<file path="src/rtl/lfsr_rng_ranged.sv">
// Fibonacci LFSR random source with a req/valid/ack ranged-draw engine (rejection, then fold fallback).
// Optional build macro RNG_REJECT_CNT_EN adds a saturating reject_cnt[15:0] output.
module lfsr_rng_ranged #(
    parameter int                LFSR_W    = 21,
    parameter int                TAP_A     = 20,
    parameter int                TAP_B     = 17,
    parameter int                OUT_W     = 8,
    parameter logic [LFSR_W-1:0] SEED      = {LFSR_W{1'b1}},
    parameter int                MAX_TRIES = 4
) (
    input  logic              clk,
    input  logic              rst_n,
    input  logic              en,
    input  logic              seed_load,
    input  logic [LFSR_W-1:0] seed_in,
    output logic [OUT_W-1:0]  raw,
    input  logic              req,
    input  logic [OUT_W-1:0]  range,
    output logic              busy,
    output logic [OUT_W-1:0]  rnd,
    output logic              rnd_valid,
    input  logic              ack
`ifdef RNG_REJECT_CNT_EN
    ,
    output logic [15:0]       reject_cnt
`endif
);

    localparam int                TRY_W    = (MAX_TRIES > 1) ? $clog2(MAX_TRIES) : 1;
    localparam logic [TRY_W-1:0]  TRY_LAST = TRY_W'(MAX_TRIES - 1);

    typedef enum logic [1:0] {IDLE, DRAW, FOLD, HOLD} state_t;

    state_t             state;
    logic [LFSR_W-1:0]  lfsr;
    logic [TRY_W-1:0]   tries;
    logic [OUT_W-1:0]   range_q;
    logic [OUT_W-1:0]   work;
    logic [OUT_W-1:0]   cand;
    logic               accept;

    function automatic logic [LFSR_W-1:0] lfsr_next(input logic [LFSR_W-1:0] s);
        return {s[LFSR_W-2:0], s[TAP_A] ^ s[TAP_B]};
    endfunction

    assign raw    = lfsr[OUT_W-1:0];
    assign cand   = lfsr[OUT_W-1:0];
    assign accept = (range_q == '0) || (cand < range_q);

    // Zero seeds are replaced by SEED so the register can never start locked up.
    always_ff @(posedge clk or negedge rst_n) begin
        if (!rst_n)
            lfsr <= SEED;
        else if (seed_load)
            lfsr <= (seed_in == '0) ? SEED : seed_in;
        else if (lfsr == '0)
            lfsr <= SEED;
        else if (en || state == DRAW)
            lfsr <= lfsr_next(lfsr);
    end

    always_ff @(posedge clk or negedge rst_n) begin
        if (!rst_n) begin
            state     <= IDLE;
            rnd       <= '0;
            rnd_valid <= 1'b0;
            busy      <= 1'b0;
            tries     <= '0;
            range_q   <= '0;
            work      <= '0;
        end else begin
            case (state)
                IDLE: begin
                    if (req) begin
                        range_q <= range;
                        tries   <= '0;
                        busy    <= 1'b1;
                        state   <= DRAW;
                    end
                end
                DRAW: begin
                    if (accept) begin
                        rnd       <= cand;
                        busy      <= 1'b0;
                        rnd_valid <= 1'b1;
                        state     <= HOLD;
                    end else if (tries == TRY_LAST) begin
                        work  <= cand;
                        state <= FOLD;
                    end else begin
                        tries <= tries + TRY_W'(1);
                    end
                end
                // range_q is nonzero here: a zero range always accepts in DRAW.
                FOLD: begin
                    if (work >= range_q) begin
                        work <= work - range_q;
                    end else begin
                        rnd       <= work;
                        busy      <= 1'b0;
                        rnd_valid <= 1'b1;
                        state     <= HOLD;
                    end
                end
                HOLD: begin
                    if (ack) begin
                        rnd_valid <= 1'b0;
                        state     <= IDLE;
                    end
                end
                default: state <= IDLE;
            endcase
        end
    end

`ifdef RNG_REJECT_CNT_EN
    function automatic logic [15:0] sat_inc16(input logic [15:0] v);
        return (v == 16'hFFFF) ? v : v + 16'd1;
    endfunction

    always_ff @(posedge clk or negedge rst_n) begin
        if (!rst_n)
            reject_cnt <= '0;
        else if (seed_load)
            reject_cnt <= '0;
        else if (state == DRAW && !accept)
            reject_cnt <= sat_inc16(reject_cnt);
    end
`endif

endmodule
</file>
<file path="config.mk">
export PLATFORM = sky130hd
export DESIGN_NAME = lfsr_rng_ranged
export DESIGN_NICKNAME = d
export VERILOG_FILES = /design/src/rtl/lfsr_rng_ranged.sv
export SDC_FILE = /design/constraint.sdc
export NUM_CORES = 1
export LEC_CHECK = 0
export ABC_AREA = 1
export CORE_MARGIN = 10
export CORE_UTILIZATION = 50
export DETAILED_ROUTE_END_ITERATION = 16
export PLACE_DENSITY = 0.85
export RECOVER_POWER = 25
export REMOVE_ABC_BUFFERS = 1
export SLEW_MARGIN = 5
export SYNTH_ARGS = -nofsm -noshare
export SYNTH_HDL_FRONTEND = slang
export SYNTH_SLANG_ARGS = --single-unit
</file>
<file path="constraint.sdc">
create_clock -name clk -period 3.6 [get_ports clk]
set_clock_uncertainty 0.05 [all_clocks]
set_input_delay 0.72 -clock clk [delete_from_list [all_inputs] [get_ports clk]]
set_output_delay 0.72 -clock clk [all_outputs]
set_load 0.005 [all_outputs]
</file>
==> results of run 1 <==
[cell usage after synthesis, types with 2 or more instances]
library cell and number:
sky130_fd_sc_hd__buf_2 2, sky130_fd_sc_hd__dfstp_2 21, sky130_fd_sc_hd__o21ai_1 5, sky130_fd_sc_hd__o21ai_0 9
sky130_fd_sc_hd__inv_1 30, sky130_fd_sc_hd__nand2_1 154, sky130_fd_sc_hd__dfrtp_1 30, sky130_fd_sc_hd__a21o_1 2
sky130_fd_sc_hd__inv_2 15, sky130_fd_sc_hd__a21oi_1 16, sky130_fd_sc_hd__nor3_1 3, sky130_fd_sc_hd__clkinv_1 2
sky130_fd_sc_hd__or2_2 3, sky130_fd_sc_hd__nand4_1 8, sky130_fd_sc_hd__nand3_2 22, sky130_fd_sc_hd__nand3b_1 8
sky130_fd_sc_hd__nand2_2 4, sky130_fd_sc_hd__nor2_1 43, sky130_fd_sc_hd__clkbuf_1 12, sky130_fd_sc_hd__ha_1 21
sky130_fd_sc_hd__nor4_1 6, sky130_fd_sc_hd__nand3_1 56, sky130_fd_sc_hd__buf_4 8
[layout make-up]
type | count | area [um^2]
clock buffer | 6 | 82.6
clock inverter | 2 | 35.0
multi-input combinational | 369 | 1970
inverter | 47 | 176
tap | 96 | 120
sequential | 51 | 1300
fill | 618 | 2660
timing repair buffer | 58 | 559
[tightest hold or removal path, stage by stage (launching register included)]
cell,delay [ns]
sky130_fd_sc_hd__dfrtp_1,0.36
sky130_fd_sc_hd__nand2_1,0.05
sky130_fd_sc_hd__nand2_1,0.05
[kinds of logic (layout without fill, tap and decap cells)]
group | count (synthesis) | in the layout | synth area share (%)
AO/OA/AOI/OAI | 34 | 34 | 5.02
XOR/XNOR | 2 | 2 | 0.485
adder cells (fa/ha/maj) | 22 | 22 | 7.83
buffers and inverters | 73 | 113 | 9.46
flip-flops | 51 | 51 | 36.1
multiplexers | 1 | 1 | 0.312
AND/OR/NAND/NOR | 310 | 310 | 40.8
[worst min path at each step]
stage	depth (start not counted)	from	to
5_1_grt	2	rnd[5]	rnd[5]
2_1_floorplan	0	rst_n	busy
3_3_place_gp	2	rnd_valid	rnd_valid
6_report	2	rnd[4]	rnd[4]
3_5_place_dp	2	rnd[4]	rnd[4]
4_1_cts	2	rnd[4]	rnd[4]
[sequential cells by signal, summed over array words and instances, names as in the netlist]
register   count
range_q        8
tries          2
busy           1
lfsr          21
rnd_valid      1
rnd            8
state          2
work           8
[metrics by stage]
stage | hold slack [ns] | total power, mW | area, um^2
after floorplan | 0.374 | 2.34 | 3450
after global placement | 0.408 | 2.85 | 4130
after detailed placement | 0.412 | 2.95 | 4130
after CTS | 0.434 | 3.39 | 4250
after global routing | 0.454 | 3.74 | 4240
final | 0.431 | 3.40 | 4240
[power groups by stage]
stage | logic, mW | registers, mW | clock network, mW
2_1_floorplan | 1.32 | 1.02 | 0
3_3_place_gp | 1.80 | 1.05 | 0
3_5_place_dp | 1.89 | 1.07 | 0
4_1_cts | 1.91 | 1.06 | 0.427
5_1_grt | 2.19 | 1.09 | 0.451
6_report | 1.91 | 1.06 | 0.432
[layer usage]
layer | vias to the layer above | wire length [um] | global-route usage, %
met5 | - | 0 | 0
met4 | 0 | 116 | 4.90
met3 | 13 | 465 | 3.38
met2 | 101 | 4590 | 28.2
met1 | 1611 | 4020 | 20.7
li1 | 1671 | - | -
==> results.md, run 1 <==
Worst hold path:
- The path category of the worst min-delay check is flop to flop.

Clock network:
- For this design, the CTS-stage hold fixing added 0 buffers.
- TritonCTS built the clock tree.
- The H-tree was split into 2 levels.
- The maximum root-to-sink buffer count is 2.
- The number of clock buffers inserted by TritonCTS is 5.
- After clock tree synthesis, the clock-pin slew on the worst setup and hold paths is about 0.1 ns.
- The later pin in the worst-skew pair is clocked with a latency of approximately 0.32 ns.
- The cell at the root of the clock tree is sky130_fd_sc_hd__clkbuf_8.
- The post-cts repair resize count is 0.
- The total clock sinks is 51.
- Buffers added to address setup during post-CTS repair amount to 0.

Global route:
- The via count of the first global-routing pass is 3371.
- The sum of overflow across all layers after global routing is 0.
- The wire length of the first global-routing pass is between 15000 and 20000 um.
- The largest net degree at the start of global routing is 43.
- The total routing usage reported by global routing is 16.6%.
- The number of antenna violations at the first check in global routing is 0.

Layout:
- The library cell used most frequently in the layout, excluding fill and tap cells, is sky130_fd_sc_hd__nand2_1.
- Cells with a size suffix above 1 make up roughly 16% of the layout.
- 0 antenna diodes ended up in the layout.
- The final cell utilization of the core is between 60% and 70%.
- The layout overhead on the synthesized area is 17.5%.
- The final cell count without fillers is 629.
- Leaving out fill and tap cells, the most frequent cells in the layout are sky130_fd_sc_hd__nand2_1 (154), sky130_fd_sc_hd__nand3_1 (56), sky130_fd_sc_hd__clkdlybuf4s50_1 (51), sky130_fd_sc_hd__nor2_1 (43).
- The count of nets after finishing is slightly below 600.

Synthesis:
- In this run the cell area of the synthesized design comes to approximately 0.0036 mm^2.
- For this run, the register share of the synthesized area comes to between 30% and 40%.
- The synthesis warning total is 0.
- By area the synthesized netlist is led by sky130_fd_sc_hd__dfrtp_1 (21%), sky130_fd_sc_hd__nand2_1 (16%), sky130_fd_sc_hd__dfstp_2 (15%).
- The number of flops mapped to enable cells by yosys is 0.
- The mean post-synth cell area is 7.33 um^2.
- The count of distinct cell types in the synthesized netlist is 36.
- In the synthesized netlist the dominant register cell turns out to be sky130_fd_sc_hd__dfrtp_1.
- The register bit total from synthesis is between 50 and 60.
- The top-area cell type share of the netlist area is 20.8%.
- The synthesized netlist cell count is 493.
- For this run, asynchronously set or reset flops after synthesis account for between 90% and 100%.
- The synthesized design spends more area on one cell type than any other, namely sky130_fd_sc_hd__dfrtp_1.

Timing:
- The final number of max-transition violations is 40.
- The minimum setup slack in the final design is around 1.3 ns.
- The worst path needs around 2.3 ns of the cycle, external delays included.
- The transition time at the pin with the least slew margin is 2.10 ns.
- Setup violations remaining at the end of the flow were counted as 0.
- For the final routed database, the setup TNS stands at 0 ns.
- The final count of hold timing violations was 0.
- In the finished design, the share of the clock period the worst path needs comes to roughly 65%.
- Setup repair after global routing left no endpoint under its margin.
- Timing would allow up to between 400 and 500 MHz.
- The headroom to the max-slew limit is -40.1%.

Critical path:
- The startpoint type of the worst setup path is a flop.
- The instance count on the critical path is 10.
- STA classifies the critical path endpoint as a flop.
- The most critical setup path has its endpoint at work[3].
- In this run the worst setup path begins at state[0].
- Across all register-to-register paths, the minimum setup slack is about 1.3 ns.
- Grouping stages by cell kind, the critical path spends the most delay in simple AND/OR/NAND/NOR gates.
- The launching point of the worst reg2reg path is state[0].
- The worst setup path is of the flop to flop kind.
- The worst register-to-register path ends at work[3].
- The number of buffer and inverter instances along the worst setup path is 4.
- The largest fanout on the critical path is 15.
- Walking the worst path, the cells encountered are inv_1 > ha_1 > buf_4 > inv_1 > nand2_1 > nand3_2 > inv_2 > nand2_2 > nand2_1 > nand2_1.
- The number of cells on the worst reg-to-reg path is 10.
- The library cell contributing the largest single delay on the critical path is sky130_fd_sc_hd__dfrtp_1.
- The arrival time of data at the critical path endpoint is ~2.5 ns.
- The most frequent cell on the critical path is sky130_fd_sc_hd__nand2_1.
- The longest individual stage delay on the worst path is around 0.45 ns.
- The data required time at the worst endpoint is ~3.8 ns.

Floorplan:
- The die covers 0.0110 mm^2.
- The region available for standard cell placement spans 0.00691 mm^2.
- The die is roughly 100 um wide.
- The initialized floorplan defines 30 standard-cell rows.
- Measured along the y axis, the die boundary spans around 100 um.
- For this configuration, the core starts out at a cell density of a little over half.
- During I/O placement, the number of pins put on the boundary was 53.

Routing:
- The sum of routed wire length over all layers is between 9000 and 10000 um.
- After detailed routing, the average wire length per cell comes to between 10 and 15 um.
- The number of detailed-routing iterations run before antenna repair is 5.
- For this block, the initial DRC count from the detailed router was 239.
- The number of nets with antenna violations after routing is 0.
- The number of remaining DRC errors is 0.
- The number of vias per cell is about 5.4.
- The routed layout has 3396 vias.

Placed design:
- The global placer's final weighted congestion is between 0.9 and 1.
- The total instance count after detailed placement is 621.
- The count of buffers from port buffering is 52.
- The worst slack at placement is between 1 and 1.5 ns.
- The placed wire-length estimate is about 7000 um.

Run status:
- The run finished, with violations left.
- The checks that failed: capacitance limit, slew limit.

Power and ir drop:
- Internal power comes to between 1.5 and 2 mW.
- Net switching is between 40% and 50% of the power.
- The fraction of power consumed by combinational cells is approximately 56%.
- The analysis attributes to net switching a power of between 1.5 and 2 mW.
- The total power density per cell area is 801 mW/mm^2.
- In this run the static leakage power is ~2.2 nW.
- The clock network accounts for between 10% and 20% of the total power.
- The worst-case IR drop observed on VDD is a little over 0.4 mV.
- The sequential group share of total power is between 30% and 40%.

Flow run:
- Max-cap violations in this run came to 1.
No activity file was read; power rests on OpenSTA's default activity.
==> run 2, diff against run 1 <==
==> constraint.sdc (replaced) <==
create_clock -name clk -period 2.2 [get_ports clk]
set_clock_uncertainty 0.05 [all_clocks]
set_input_delay 0.44 -clock clk [delete_from_list [all_inputs] [get_ports clk]]
set_output_delay 0.44 -clock clk [all_outputs]
set_load 0.005 [all_outputs]
==> run 2 against run 1 <==
  * The run now ends clean
  * Design area increased by 0.29%
  * Fmax increased by 14%
  * Sequential share of layout area decreased by 0.090 points
  * Non-clock buffer count increased by 5
  * Die area unchanged
  * Hold slack got worse by 0.092 ns
  * Sequential power increased by 62%
  * Clock power increased by 25%
  * Cell count increased by 0.79%
  * Largest cell class unchanged
  * Highest routed layer unchanged
==> results.md, run 2 (synthesis gave the netlist of run 1 again) <==
Routing:
- The number of DRC markers after the initial detailed-route iteration is 197 (-18%).
- The number of remaining DRC errors was 0 (unchanged).
- The total number of vias came to 3335 (-1.8%).
- The number of nets with antenna violations after routing was 0 (unchanged).
- The sum of routed wire length over all layers is 9000 um (-2.1%).
- The number of detailed-routing iterations run before antenna repair is 4 (-1).
- The wire length per cell after detailed routing was 14.2 um (-2.8%).
- The number of vias per cell is 5.26 (-2.6%).

Timing:
- The total setup violations reported at the end of the flow was 0 (unchanged).
- The highest achievable clock rate is 493 MHz (+14%).
- The headroom to the max-slew limit came to 15.5% (+56 points).
- The minimum clock period after layout was 2.03 ns (-0.294 ns).
- Setup repair after global routing left no endpoint under its margin.
- The transition time at the pin with the least slew margin is 1.27 ns (-0.834 ns).
- The final number of max-transition violations came to 0 (-100%).
- The ratio of final minimum period to clock period was 92.3% (+28 points).
- The final count of hold timing violations was 0 (unchanged).
- The worst hold slack is 0.339 ns (-0.0917 ns).

Flow run:
- The max-cap check violation count is 0 (-1).

Global route:
- The wire length of the first global-routing pass is 15600 um (-0.40%).
- The total routing usage reported by global routing is 16.5% (-0.14 points).
- The number of antenna violations at the first check in global routing came to 0 (unchanged).
- The largest net degree at the start of global routing is 43 (unchanged).
- The via count of the first global-routing pass is 3336 (-1.0%).
- The sum of overflow across all layers after global routing came to 0 (unchanged).

Power and ir drop:
- The standby leakage power is 2.17 nW (+0.24%).
- The total power density per cell area is 1290 mW/mm^2 (+61%).
- The post-layout total power was 5.48 mW (+61%).
- The maximum resistive drop on vdd came to 0.718 mV (+75%).

Layout:
- The fraction of layout instances using a drive strength above 1 came to 16.2% (+0.60 points).
- The register with the most flip-flops is lfsr.
- The antenna diode count is 0 (unchanged).
- The top cell types in the final layout, fill and taps aside, are sky130_fd_sc_hd__nand2_1 (154), sky130_fd_sc_hd__nand3_1 (56), sky130_fd_sc_hd__clkdlybuf4s50_1 (51), sky130_fd_sc_hd__nor2_1 (43).
- The count of nets after finishing is 594 (+0.85%).
- The flip-flop count of the largest register, all copies and words added came to 21 (unchanged).
- Compared with the post-synthesis result, the final layout area differs by 17.8%.
- The library cell used most frequently in the layout, excluding fill and tap cells, is sky130_fd_sc_hd__nand2_1.
- The final cell count without fillers was 634 (+0.79%).

Placed design:
- The global placer's final weighted congestion is 0.897 (-2.2%).
- The placed wire-length estimate came to 7020 um (+3.1%).
- The total instance count after detailed placement is 625 (+0.64%).
- The count of buffers from port buffering is 52 (unchanged).

Run status:
- The run finished with clean final reports.

Clock network:
- The total clock sinks is 51 (unchanged).
- The number of clock buffers inserted by TritonCTS came to 5 (unchanged).
- The cell at the root of the clock tree is sky130_fd_sc_hd__clkbuf_8.
- The total number of H-tree levels was 2 (unchanged).
- The clock-pin slew reported for the worst setup and hold paths after clock tree synthesis was 0.10 ns (about the same).
- The CTS tree is yes.
- The maximum root-to-sink buffer count is 2 (unchanged).
- The clock latency at the later pin of the worst-skew pair came to 0.31 ns (about the same).

Floorplan:
- The area enclosed by the die boundary is 0.0110 mm^2 (unchanged).
- The overall die width was 105 um (unchanged).
- The vertical extent of the die was 105 um (unchanged).
- The starting density of the core is 52.3% (unchanged).
- The site row count is 30 (unchanged).
- The area of the core region was 0.00691 mm^2 (unchanged).
- The number of placed I/O pins was 53 (unchanged).

Critical path:
- The largest fanout on the critical path came to 11 (-4).
- The endpoint identified for the worst register-to-register timing path is rnd[3].
- The critical path start-end classification is flop to flop.
- In this run the critical register-to-register path is launched from range_q[5].
- The critical path starts at range_q[5].
- The worst setup path is captured at a flop.
- The most critical setup path has its endpoint at rnd[3].
- The flop-to-flop setup slack was 0.17 ns (-1.11 ns).
- The startpoint type of the worst setup path is a flop.
- The number of cells on the worst reg-to-reg path is 14 (+4).
- The data required time at the worst endpoint is 2.36 ns (-1.45 ns).
- The arrival time of data at the critical path endpoint is 2.19 ns (-0.34 ns).

Worst hold path:
- The worst hold path belongs to the class primary input to asynchronous set/reset pin.
## run 2: routing by layer
metal	wire length [um]	track usage (%)	part of all wire, %
met5	0	0	0
met4	158	4.61	1.8
met3	482	3.07	5.4
met2	4370	27.0	49
met1	3990	21.6	44
## run 2: how the worst min path moves through the flow
stage,start,endpoint,slack [ns],cells after the start
floorplan,rst_n,busy,0.09,0
global placement,rst_n,work[0],0.41,1
detailed placement,rnd[6],rnd[6],0.41,2
CTS,rst_n,work[0],0.09,1
global route,rst_n,work[2],0.43,1
finish,rst_n,work[0],0.34,1
## run 2: final cells by class
type                       instances  area (um^2)
clock buffer                       8         80.1
fill                             626         2650
multi-input combinational        369         1980
inverter                          47          179
tap                               96          120
timing repair buffer              63          594
sequential                        51         1300
## run 2: power by group
part	switching (mW)	leakage (nW)	internal (mW)	total (mW)
Clock	0.312	0.0395	0.227	0.539
Sequential	0.317	0.582	1.41	1.72
Combinational	1.90	1.55	1.32	3.22
## run 2: what timing repair did
action / 4_1_cts / 5_1_grt
resized for setup: 0 / 4
hold buffers: 0 / 0
setup buffers: 0 / 1
endpoints found under the setup margin: 0 / 16
## run 2: through the flow
stage / setup TNS [ns] / cell area [um^2] / util [%] / worst slack (ns)
2_1_floorplan: -0.0207 / 3450 / - / -0.0207
3_3_place_gp: 0 / 4170 / 60.4 / 0.184
3_5_place_dp: 0 / 4170 / 60.4 / 0.113
4_1_cts: 0 / 4250 / 61.5 / 0.0816
5_1_grt: 0 / 4260 / 61.6 / 0.0217
6_report: 0 / 4260 / 61.6 / 0.170
## run 2: critical path, stage by stage (launching register included)
cell	delay, ns
sky130_fd_sc_hd__dfrtp_1	0.39
sky130_fd_sc_hd__inv_1	0.15
sky130_fd_sc_hd__ha_1	0.32
sky130_fd_sc_hd__nand2_1	0.10
sky130_fd_sc_hd__nand2_1	0.06
sky130_fd_sc_hd__inv_2	0.06
sky130_fd_sc_hd__nor2_1	0.04
sky130_fd_sc_hd__nor2_1	0.14
sky130_fd_sc_hd__nand3_1	0.10
sky130_fd_sc_hd__nand2_1	0.10
sky130_fd_sc_hd__nand2_1	0.10
sky130_fd_sc_hd__inv_4	0.13
sky130_fd_sc_hd__nand2_4	0.09
sky130_fd_sc_hd__nand2_1	0.07
sky130_fd_sc_hd__nand2_1	0.04
